<file path="config.mk">
export PLATFORM = sky130hd
export DESIGN_NAME = phase_3_mult_xz
export DESIGN_NICKNAME = d
export VERILOG_FILES = /design/src/rtl/phase_3_mult_xz.sv
export SDC_FILE = /design/constraint.sdc
export NUM_CORES = 1
export LEC_CHECK = 0
export CORE_ASPECT_RATIO = 0.75
export CORE_UTILIZATION = 54
export DETAILED_ROUTE_END_ITERATION = 6
export GPL_TIMING_DRIVEN = 0
export HOLD_SLACK_MARGIN = 0.06
export PLACE_DENSITY = 0.84
export SLEW_MARGIN = 20
export SYNTH_ARGS = -nofsm -noshare
export SYNTH_HDL_FRONTEND = slang
export SYNTH_SLANG_ARGS = --single-unit
</file>
<file path="constraint.sdc">
create_clock -name clk -period 14.3 [get_ports clk]
set_input_delay 2.86 -clock clk [delete_from_list [all_inputs] [get_ports clk]]
set_output_delay 2.86 -clock clk [all_outputs]
set_load 0.05 [all_outputs]
</file>
<file path="src/rtl/phase_3_mult_xz.sv">
// Multiplier stage feeding the post-adder: 18x18 unsigned product with optional
// M register, optional C register, and the X/Z operand multiplexers.
module phase_3_mult_xz #(
    parameter int unsigned MREG    = 1,
    parameter int unsigned CREG    = 1,
    parameter int unsigned A_WIDTH = 18,
    parameter int unsigned C_WIDTH = 48
) (
    input  logic                   clk,
    input  logic                   RSTM,
    input  logic                   RSTC,
    input  logic                   CEM,
    input  logic                   CEC,
    input  logic [A_WIDTH-1:0]     A1,
    input  logic [A_WIDTH-1:0]     B1,
    input  logic [A_WIDTH-1:0]     D,
    input  logic [C_WIDTH-1:0]     C,
    input  logic [C_WIDTH-1:0]     PCIN,
    input  logic [C_WIDTH-1:0]     P,
    input  logic [3:0]             opmode,
    output logic [2*A_WIDTH-1:0]   M,
    output logic [C_WIDTH-1:0]     mux_x_out,
    output logic [C_WIDTH-1:0]     mux_z_out
);

    localparam int unsigned MWidth = 2 * A_WIDTH;

    logic [MWidth-1:0]  prod;
    logic [C_WIDTH-1:0] c_val;

    // Full-width unsigned product; operands zero-extended so nothing is truncated
    always_comb begin
        prod = MWidth'(A1) * MWidth'(B1);
    end

    if (MREG != 0) begin : g_mreg
        logic [MWidth-1:0] m_q;

        // M register: reset has priority over enable
        always_ff @(posedge clk) begin
            if (RSTM) begin
                m_q <= '0;
            end else if (CEM) begin
                m_q <= prod;
            end
        end

        assign M = m_q;
    end else begin : g_mbyp
        logic unused_m_ctrl;
        assign unused_m_ctrl = ^{RSTM, CEM};
        assign M = prod;
    end

    if (CREG != 0) begin : g_creg
        logic [C_WIDTH-1:0] c_q;

        // C register: reset has priority over enable
        always_ff @(posedge clk) begin
            if (RSTC) begin
                c_q <= '0;
            end else if (CEC) begin
                c_q <= C;
            end
        end

        assign c_val = c_q;
    end else begin : g_cbyp
        logic unused_c_ctrl;
        assign unused_c_ctrl = ^{RSTC, CEC};
        assign c_val = C;
    end

    // Only the low 12 bits of D take part in the X concatenation
    logic unused_d;
    assign unused_d = ^D[A_WIDTH-1:12];

    // X operand select; no sign extension, D sits in the MSBs of the concat
    always_comb begin
        mux_x_out = '0;
        unique case (opmode[1:0])
            2'b00: mux_x_out = '0;
            2'b01: mux_x_out = C_WIDTH'(M);
            2'b10: mux_x_out = P;
            2'b11: mux_x_out = C_WIDTH'({D[11:0], A1, B1});
            default: mux_x_out = '0;
        endcase
    end

    // Z operand select; opmode is registered upstream so no extra staging here
    always_comb begin
        mux_z_out = '0;
        unique case (opmode[3:2])
            2'b00: mux_z_out = '0;
            2'b01: mux_z_out = PCIN;
            2'b10: mux_z_out = P;
            2'b11: mux_z_out = c_val;
            default: mux_z_out = '0;
        endcase
    end

endmodule

</file>
==> results.cfg <==
[place]
routabilityCongestion = 0.979
placement.io_buffers = 309
dp_hpwl_mm = 48.3

[timing]
fin_tns_setup_ns = 0
relSlewSlack_pct = 26.9
tightest_slew_ns = 1.10
grt_setup_unrepaired = no
min_period_ns = 9.86
hold_violations = 0
period_share_pct = 68.9
holdWs_ns = 0.484
finClkSkew_ns = 0
setup_viol = 0
final_max_slew_viol_count = 0
fmax_mhz = 101

[logic_synthesis]
synth_top_family_by_area = adder cells
ys.flop_type = dfxtp_1
syn_inst = 1794
synth-compound-area-share_pct = 11.0
synth_commonest_cells = inv_1, fa_1, nand2_1
synthTopCellsByArea = fa_1, dfxtp_1, ha_1, inv_1, mux2_2
yosys_warnings = 0
synth_edf_count = 0
yosys.area.top_type_share_pct = 32.3
synth.most_common_cell = inv_1
synth_simple_gate_area_share_pct = 16.1
synth_area_mm2 = 0.0159
yosys.area.top_type = fa_1
ys_ff_latch = 84
muxShareOfSynthArea_pct = 10.4
synth-xor-area-share_pct = 0.497
syn_nets = 2367
syn_avg_cell_area_um2 = 8.85
yosysUniqueCellTypes = 66
synth-async-reset-ratio_pct = 0
synthAdderAreaFrac_pct = 41.0
ys_seq_area_share_pct = 10.6

[layout]
syn2layout_area_growth_pct = 24.4
drive_gt1_share_pct = 6.04
utilization_pct = 69.4
finalNetCount = 2687
fill_cells = 2231

[cts]
cts_setup_buffers = 0
hold_buffers = 0
cts_sinks = 84
root_buffer = clkbuf_16
cts_tree = built
post_cts_resized = 0
cts_inserted_buffers = 9
clkTransAtPathRegs_ns = 0.07
clkLatencyLatePin_ns = 0.36
cts.path.max_buffers = 2
htreeDepth = 3

[pwr]
switching_share_pct = 58.6
internal_power_mw = 2.12
p_sw_mw = 3.00
peakVddDrop_uv = 439
power_density_mw_per_mm2 = 260
combPwrFrac_pct = 89.2
p_leak_nw = 9.42
clockPowerShare_pct = 4.5
pwr-share-seq_pct = 6.3

[critical_path]
cp_slowest_stage_delay_ns = 0.96
startpoint_type = input pin
critPathSlowestCell = clkdlybuf4s50_1
r2r_slack_ns = 13.35
arrival_ns = 10.09
critical_path_class = in -> reg
worst_path_most_repeated_cell = fa_1
path_cells = clkdlybuf4s50_1 > buf_1 > and2_1 > fa_1 > inv_1 > fa_1 > inv_1 > fa_1 > fa_1 > fa_1 > inv_1 > fa_1 > inv_1 > ha_1 > and4_1 > nand4_1 > a21oi_1 > o31ai_1 > and4_1 > or3_1
required_ns = 14.53
critPathCaptureType = flip-flop
worstPathMaxFanout = 11

[floorplan]
placementRows = 53
die_w_um = 200
coreArea_mm2 = 0.0284
die_area_mm2 = 0.0301
start_util_pct = 55.8
die_h_um = 150
boundaryPins = 339

[outcome]
status = finished clean

[routing]
wl_mm = 59.2
drt_iter0_markers = 1611
num_vias = 14900
drcViolationCount = 0
avgRoutedWirePerCell_um = 23.6
viasPerCell = 5.94
drt_pass1_iterations = 7
ant_nets = 0

[global_routing]
grt_max_degree = 18
grt_first_pass_wirelength_mm = 89.6
grt-ovfl-total = 0
grt_pass1_vias = 15500
antenna_found_initial = 8
gr-usage-all-layers_pct = 40.6

[worst_hold_path]
holdCritPathClass = reg -> reg

[flow_run]
max_cap_violations = 0
-- cell usage in the layout, fill, tap and decap left out, types with 10 or more instances in the layout --
cell             Yosys  routed
inv_1              319     319
clkdlybuf4s50_1      0     309
fa_1               256     256
nand2_1            207     207
and2_1             151     151
ha_1               110     110
clkbuf_1            90      90
dfxtp_1             84      84
mux2_2              84      84
a22o_1              84      84
nor2_1              74      74
mux2i_1             70      70
a21oi_1             31      31
nor2b_1             19      19
buf_1               14      14
a21o_1              14      14
o21ai_0             14      14
nand3_1             14      14
and3_1              12      12
o21ai_1             11      11
or3_1               11      11
buf_2               10      10
-- power by group through the flow --
stage	registers (mW)	logic [mW]	clock network [mW]
6_report	0.321	4.58	0.233
5_1_grt	0.323	5.00	0.245
4_1_cts	0.317	4.47	0.233
3_5_place_dp	0.322	4.43	0
3_3_place_gp	0.321	4.35	0
2_1_floorplan	0.403	3.06	0
-- final timing paths --
kind	from	end	depth (start not counted)
setup / recovery	B1[7]	M[30]	20
hold / removal	M[28]	M[28]	2
setup reg to reg	M[20]	M[20]	2
hold reg to reg	M[28]	M[28]	2
-- per-layer routing --
layer	track usage (%)	part of all wire [%]	vias to the layer above
met5	0	0.037	-
met4	21.0	5.2	4
met3	15.3	14	201
met2	58.6	43	990
met1	52.9	38	7322
li1	-	-	6376
-- state kept, by name (all words and copies together) (netlist names) --
register / count
M: 36
c_val: 48
-- critical path: cells and delay by family --
kind	cells	cell delay, ns
AO/OA/AOI/OAI	2	0.72
adder cells (fa/ha/maj)	7	3.25
buffers and inverters	6	1.87
AND/OR/NAND/NOR	5	1.38
-- final cells by class --
type	instances	area (um2)	share of cell area, %
clock inverter	7	68.8	0.348
inverter	321	1200	6.10
buffer	115	452	2.29
clock buffer	9	225	1.14
timing repair buffer	309	3090	15.7
tap	385	482	2.44
multi-input combinational	1274	12500	63.5
sequential	84	1680	8.51
antenna	4	10.0	0.0507
-- cells by family (layout without fill, tap and decap cells) --
kind of cell / Yosys count / count (layout)
simple gates: 520 / 520
mux: 154 / 154
other cells: 0 / 4
flops: 84 / 84
fa+ha+maj: 366 / 366
xor+xnor: 9 / 9
compound gates: 225 / 225
buf+inv: 436 / 761
-- per-stage QoR --
| step | setup WS [ns] | instance area (um2) | instances | total power, mW |
|---|---|---|---|---|
| floorplan | 5.94 | 15900 | 1794 | 3.46 |
| global placement | 4.35 | 19400 | 2488 | 4.67 |
| detailed placement | 4.34 | 19400 | 2488 | 4.76 |
| CTS | 4.69 | 19700 | 2504 | 5.02 |
| global route | 4.31 | 19700 | 2504 | 5.57 |
| finish | 4.44 | 19800 | 2508 | 5.13 |
(Power assumes the default switching activity.)
